--- src/rtl/shape_select_seq.sv ---
// ----------------------------------------------------------------------------
// shape_select_seq
// Registered, frame-synchronised shape-channel selector. One of NCH packed
// pixel channels drives out_data. A new selection is queued with sel_load and
// takes effect only at a frame_tick, so the picture never tears mid-frame.
// With auto_en set, the selector steps to the next channel every DWELL frames.
//
// Optional build macro: SHAPE_SEL_BLANK_EN. When defined, each frame_tick that
// changes sel_active blanks out_data (forces 0) for one frame.
//
// Ports:
//   clk         rising-edge clock
//   reset       synchronous, active-high reset
//   ch_data     NCH*W packed channels, channel k = ch_data[k*W +: W]
//   sel_req     requested channel index (>= NCH maps to channel 0)
//   sel_load    1-cycle strobe, queues sel_req as the pending request
//   auto_en     1 = rotate channels every DWELL frames
//   frame_tick  1-cycle frame-start strobe
//   out_data    registered pixel code of the active channel
//   sel_active  channel index currently driving out_data
//   pending     a queued request is waiting for the next frame_tick
// ----------------------------------------------------------------------------
module shape_select_seq #(
    parameter int NCH   = 4,
    parameter int W     = 2,
    parameter int SELW  = 2,
    parameter int DWELL = 60
) (
    input  logic              clk,
    input  logic              reset,
    input  logic [NCH*W-1:0]  ch_data,
    input  logic [SELW-1:0]   sel_req,
    input  logic              sel_load,
    input  logic              auto_en,
    input  logic              frame_tick,
    output logic [W-1:0]      out_data,
    output logic [SELW-1:0]   sel_active,
    output logic              pending
);

    localparam logic [SELW:0]   NCH_L      = (SELW+1)'(NCH);
    localparam logic [SELW-1:0] LAST_CH    = SELW'(NCH - 1);
    localparam logic [15:0]     DWELL_LAST = 16'(DWELL - 1);

    logic [W-1:0]    out_q,   out_d;
    logic [SELW-1:0] sel_q,   sel_d;
    logic [SELW-1:0] psel_q,  psel_d;
    logic            pend_q,  pend_d;
    logic [15:0]     dwell_q, dwell_d;
    logic [SELW-1:0] req_idx;
    logic [W-1:0]    ch_sel;

`ifdef SHAPE_SEL_BLANK_EN
    logic            blank_q, blank_d;
`endif

    // Out-of-range requests fall back to channel 0.
    assign req_idx = ({1'b0, sel_req} < NCH_L) ? sel_req : '0;

    // sel_q is always < NCH, so the slice stays inside ch_data.
    assign ch_sel = ch_data[int'(sel_q)*W +: W];

    always_comb begin
        sel_d   = sel_q;
        psel_d  = psel_q;
        pend_d  = pend_q;
        dwell_d = dwell_q;
        out_d   = ch_sel;

        if (frame_tick) begin
            // Manual request (same-cycle bypass first, then queued) beats auto.
            if (sel_load) begin
                sel_d   = req_idx;
                pend_d  = 1'b0;
                dwell_d = '0;
            end else if (pend_q) begin
                sel_d   = psel_q;
                pend_d  = 1'b0;
                dwell_d = '0;
            end else if (auto_en) begin
                if (dwell_q == DWELL_LAST) begin
                    dwell_d = '0;
                    sel_d   = (sel_q == LAST_CH) ? '0 : sel_q + 1'b1;
                end else begin
                    dwell_d = dwell_q + 16'd1;
                end
            end
        end else if (sel_load) begin
            // Later loads in the same frame overwrite earlier ones.
            psel_d = req_idx;
            pend_d = 1'b1;
        end

`ifdef SHAPE_SEL_BLANK_EN
        // Blank state is re-decided at every tick; it lasts exactly one frame.
        blank_d = blank_q;
        if (frame_tick) blank_d = (sel_d != sel_q);
        if (blank_q) out_d = '0;
`endif
    end

    always_ff @(posedge clk) begin
        if (reset) begin
            out_q   <= '0;
            sel_q   <= '0;
            psel_q  <= '0;
            pend_q  <= 1'b0;
            dwell_q <= '0;
        end else begin
            out_q   <= out_d;
            sel_q   <= sel_d;
            psel_q  <= psel_d;
            pend_q  <= pend_d;
            dwell_q <= dwell_d;
        end
    end

`ifdef SHAPE_SEL_BLANK_EN
    always_ff @(posedge clk) begin
        if (reset) blank_q <= 1'b0;
        else       blank_q <= blank_d;
    end
`endif

    assign out_data   = out_q;
    assign sel_active = sel_q;
    assign pending    = pend_q;

endmodule
--- config.mk ---
export PLATFORM = sky130hd
export DESIGN_NAME = shape_select_seq
export DESIGN_NICKNAME = d
export VERILOG_FILES = /design/src/rtl/shape_select_seq.sv
export SDC_FILE = /design/constraint.sdc
export NUM_CORES = 1
export LEC_CHECK = 0
export BUFFER_PORTS_ARGS = -buffer_cell sky130_fd_sc_hd__buf_2
export CAP_MARGIN = 20
export CORE_UTILIZATION = 54
export DETAILED_ROUTE_END_ITERATION = 8
export GPL_ROUTABILITY_DRIVEN = 0
export GPL_TIMING_DRIVEN = 0
export HOLD_SLACK_MARGIN = 0.1
export PLACE_DENSITY_LB_ADDON = 0.25
export SKIP_LAST_GASP = 1
export SYNTH_ARGS = -nofsm -noshare
export SYNTH_HDL_FRONTEND = slang
export SYNTH_SLANG_ARGS = --single-unit
--- constraint.sdc ---
create_clock -name clk -period 2.22 [get_ports clk]
set_input_delay 0.222 -clock clk [delete_from_list [all_inputs] [get_ports clk]]
set_output_delay 0.222 -clock clk [all_outputs]
set_load 0.01 [all_outputs]
# --- Word level (Yosys, flattened, before mapping) ---
# Cells that the tools add are included.
word_totals:
  wordCells: 26
  inputBits: 15
  regBits: 23
op_classes:
  eq_ne: 2
  n_reduce_logical: 6
  n_bitwise: 1
  n_addsub: 2
  muxes: 9
  n_shift: 1
op_table:
  columns: ["cell", "count"]
  rows:
  - ["$mux 16", 4]
  - ["$add 16x1->16 const B", 1]
  - ["$eq 16x6->1 const B", 1]
  - ["$mux 2", 5]
  - ["$shiftx 8x4->2", 1]
  - ["$reduce_bool 3->1", 2]
  - ["$reduce_and 2->1", 2]
  - ["$reduce_and 3->1", 1]
  - ["$add 2x1->2 const B", 1]
  - ["$eq 2x2->1 const B", 1]
  - ["$reduce_or 2->1", 1]
  - ["$not 1->1", 1]

# --- Logic depth before layout (Yosys ltp) ---
depth:
  word_depth: 6
  mapped_depth: 6
  mapped_depth_nobuf: 5

# --- Least setup slack after synthesis ---
# No wires, ideal clock.
synth_timing:
  path_kind: "register to register"
  start: "register pend_q, in the netlist pending"
  end: "register dwell_q[11]"
  required_ns: 2.150
  arrival_ns: 1.667
  period_less_slack_ns: 1.737
  path_slack_ns: 0.483
  stages_incl_launch_ff: 6
  cell_sequence: "dfxtp_1 > buf_2 > o31a_2 > nand3_1 > or4_2 > a21oi_1"
synth_via:
  elab_chain_cells: 2
  word_cells_on_any_way: 4
synth_lines:
  columns: ["item", "line_no", "text"]
  rows:
  - ["from (decl)", "48", "logic pend_q, pend_d;"]
  - ["from (signal assigned)", "113", "pend_q <= pend_d;"]
  - ["$reduce_bool 3->1 (no source line) or $mux 16 (tied branches)", null, null]
  - ["$reduce_and 2->1 (no source line) or $mux 16 (tied branches)", null, null]
  - ["to (signal assigned)", "114", "dwell_q <= dwell_d;"]
  - ["to (decl)", "49", "logic [15:0] dwell_q, dwell_d;"]
# Parallel ways exist; a longest one is shown, timed or not.
# A chain may end at the register's enable or synchronous reset.

# --- Final worst setup path ---
layout_timing:
  start: "register dwell_q[0]"
  end: "register dwell_q[10]"
layout_via:
  elab_chain_cells: 5
  word_cells_on_any_way: 6
layout_lines:
  columns: ["item", "line_no", "text"]
  rows:
  - ["$add 16x1->16 or $eq 16x6->1 (tied branches)", "85, 81", null]
  - ["$mux 16 (*)", "81", "if (dwell_q == DWELL_LAST) begin"]
  - ["$mux 16 (*)", "80", "end else if (auto_en) begin"]
  - ["$mux 16 (*)", "76", "end else if (pend_q) begin"]
  - ["$mux 16 (*)", "72", "if (sel_load) begin"]
# Mark *: on every way between the ends. The rest lies on a longest branch, timed or not. The select of a mux whose other input is x is not followed.

==> summary.md <==
| Metric | Value |
|---|---|
| Maxcap violations | 0 |
| Synthesized instance count | 133 |
| Worst-Margin Slew | 0.676 ns |
| Post-Synthesis Cell Area | 0.00118 sq mm |
| CP required | 2.42 ns |
| Outcome | completed |
| Most used cell, CP | nor2_1 |
| Synth cell types | 37 |
| Worst Setup Start Kind | flip-flop |
| Final Hold Vio Count | 0 |
| Most instantiated library cell after synthesis | dfxtp_1 |
| DIE WIDTH | 48.7 um |
| Ys async rst share | 0% |
| Synth Flop Type | dfxtp_1 |
| Post-synth EDFFs | 0 |
| Vias in the first global route | 979 |
| Worst-case clock buffer depth | 2 |
| CTS Hold Bufs | 0 |
| Maximum number of pins on one net before global-route repair | 13 |
| CTS clk-pin slew, worst paths | 0.12 ns |
| Crit share post-route | 92.9% |
| Area grow syn2layout | 13.4% |
| VDD IR max | 0.477 mV |
| Final core occ | 66.7% |
| CP Max Fanout | 10 |
| Relative slew slack | 54.6% |
| Via density | 6.08 |
| Cell area after layout | 0.00134 sq mm |
| Worst min path class | input port to flip-flop |
| # fillers | 176 |
| Sequential area share after synthesis | 39.1% |
| TritonCTS Sinks | 23 |
| Worst path cell trace | ha_1 -> nor4b_2 -> a41oi_1 -> nor2_1 -> clkbuf_1 -> nor2_1 |
| DR WL/cell | 13.6 um |
| Number of routed nets with antenna violations | 0 |
| Drt total wl | 2.47 mm |
| Setup violators final | 0 |
| Diodes inserted | 0 |
| H-tree depth | 1 |
| Final setup margin | 0.157 ns |
| Die outline area | 0.00237 sq mm |
| Placed inst area | 0.00130 sq mm |
| Synth area leaders | dfxtp_1 (39%), a21oi_1 (4.3%), mux4_2 (3.8%) |
| Pwr Total | 0.704 mW |
| DRT Pass-1 Iters | 4 |
| Warnings from Yosys | 0 |
| Data arrival, critical path | 2.26 ns |
| Clock insertion delay at the later pin of the skew report | 0.31 ns |
| Final critical-path required period | 2.06 ns |
| Share of cells above drive strength 1 | 22.6% |
| CP Capture Type | flip-flop |
| 1st-iter DRT viols | 24 |
| Layout Nets | 173 |
| Critical path buffer and inverter count | 1 |
| Dpl hpwl | 1.87 mm |
| Remaining routing DRC violations | 0 |
| Power per cell area | 527 mW/mm^2 |
| Global-route wire length before repair | 4.26 mm |
| Post-Syn Nets | 150 |
| WS Path Type | flip-flop to flip-flop |
| CTS root buf | clkbuf_4 |
| Dpl ws | 0.273 ns |
| Initial antenna violation count | 0 |
| Setup Skew | 0.00142 ns |
| Die Ht | 48.7 um |
| Fmax | 485 MHz |
| Pins Over Slew Limit | 0 |
| Core box area | 0.00200 sq mm |
| Crit path max-delay family | simple AND/OR/NAND/NOR gates |
| Slowest cell delay on critical path | 0.41 ns |
| Aggregate global routing overflow | 0 |
| Post-CTS Setup Bufs | 0 |
| CTS tree | done |
| Mean area per synthesized cell | 8.85 sq um |
| Top Ports | 20 |
| GR Util All Layers | 22.9% |
| Starting Density | 58.8% |
| Top-area cell type share of the netlist area | 39.1% |
| CTS buffer count | 3 |
| Hold_ws | 0.153 ns |
| Vias | 1106 |
| Synth cell count leaders | dfxtp_1 (23), nor2_1 (12), a21oi_1 (10) |
| Number of I/O port buffers | 18 |
| FP Rows | 16 |
| Leak | 0.459 nW |
| Area leader, netlist | dfxtp_1 |
| Slowest CP cell | dfxtp_1 |
| Synth Register Bits | 23 |
| Post-CTS Resized | 0 |
==> worst paths after layout <==
check | start | end | slack (ns) | depth (start not counted)
setup / recovery | dwell_q[0] | dwell_q[10] | 0.16 | 6
hold / removal | frame_tick | pending | 0.15 | 2
setup reg to reg | dwell_q[0] | dwell_q[10] | 0.16 | 6
hold reg to reg | dwell_q[5] | dwell_q[5] | 0.51 | 2
==> report_power, final <==
group	switching (mW)	internal [mW]	leakage (nW)
clock network	0.122	0.0703	0.0150
logic	0.0460	0.0375	0.257
registers	0.00671	0.421	0.187
total	0.174	0.529	0.459
==> state kept, by name, summed over array words and instances (netlist names) <==
| register | cells |
|---|---|
| pending | 1 |
| sel_active | 2 |
| out_data | 2 |
| dwell_q | 16 |
| psel_q | 2 |
==> area by class of cell <==
type                    count  area, sq um  area share [%]
multi-input cells         102          692            51.8
flip-flops and latches     23          460            34.5
repair buffers             18         90.1            6.75
well taps                  27         33.8            2.53
clock buffers               4         26.3            1.97
plain buffers               4         17.5            1.31
inverters                   4         15.0            1.12
==> per-stage QoR <==
stage / instances / setup TNS [ns]
after floorplan: 133 / 0
after global placement: 178 / 0
after detailed placement: 178 / 0
after CTS: 182 / 0
after global routing: 182 / -0.00828
final: 182 / 0
==> per-layer routing <==
metal / part of all wire (%) / global-route usage [%]
met5: 0 / 0
met3: 6.1 / 4.09
met4: 1.9 / 7.84
met1: 45 / 30.8
met2: 47 / 36.8
==> cell usage in the layout, fill, tap and decap left out, types with 3 or more instances in the layout <==
cell type / instances
o21ai_0: 6
clkbuf_1: 3
buf_2: 20
or3_1: 5
inv_1: 4
nand4_1: 3
nand2_1: 9
clkbuf_4: 3
nand3_1: 6
xnor2_1: 4
nor2_1: 12
nor2b_1: 5
dfxtp_1: 23
nor4_1: 6
a21oi_1: 10
mux2i_1: 3
o31ai_1: 3
nor3_1: 3
==> logic make-up after synthesis <==
kind of cell	synth area share [%]
AND/OR/NAND/NOR	30.3
AO/OA/AOI/OAI	14.9
flip-flops	39.1
buffers and inverters	2.76
XOR/XNOR	4.46
multiplexers	6.38
adder cells (fa/ha/maj)	2.13
Note: power is estimated with default switching activity, not from simulation.
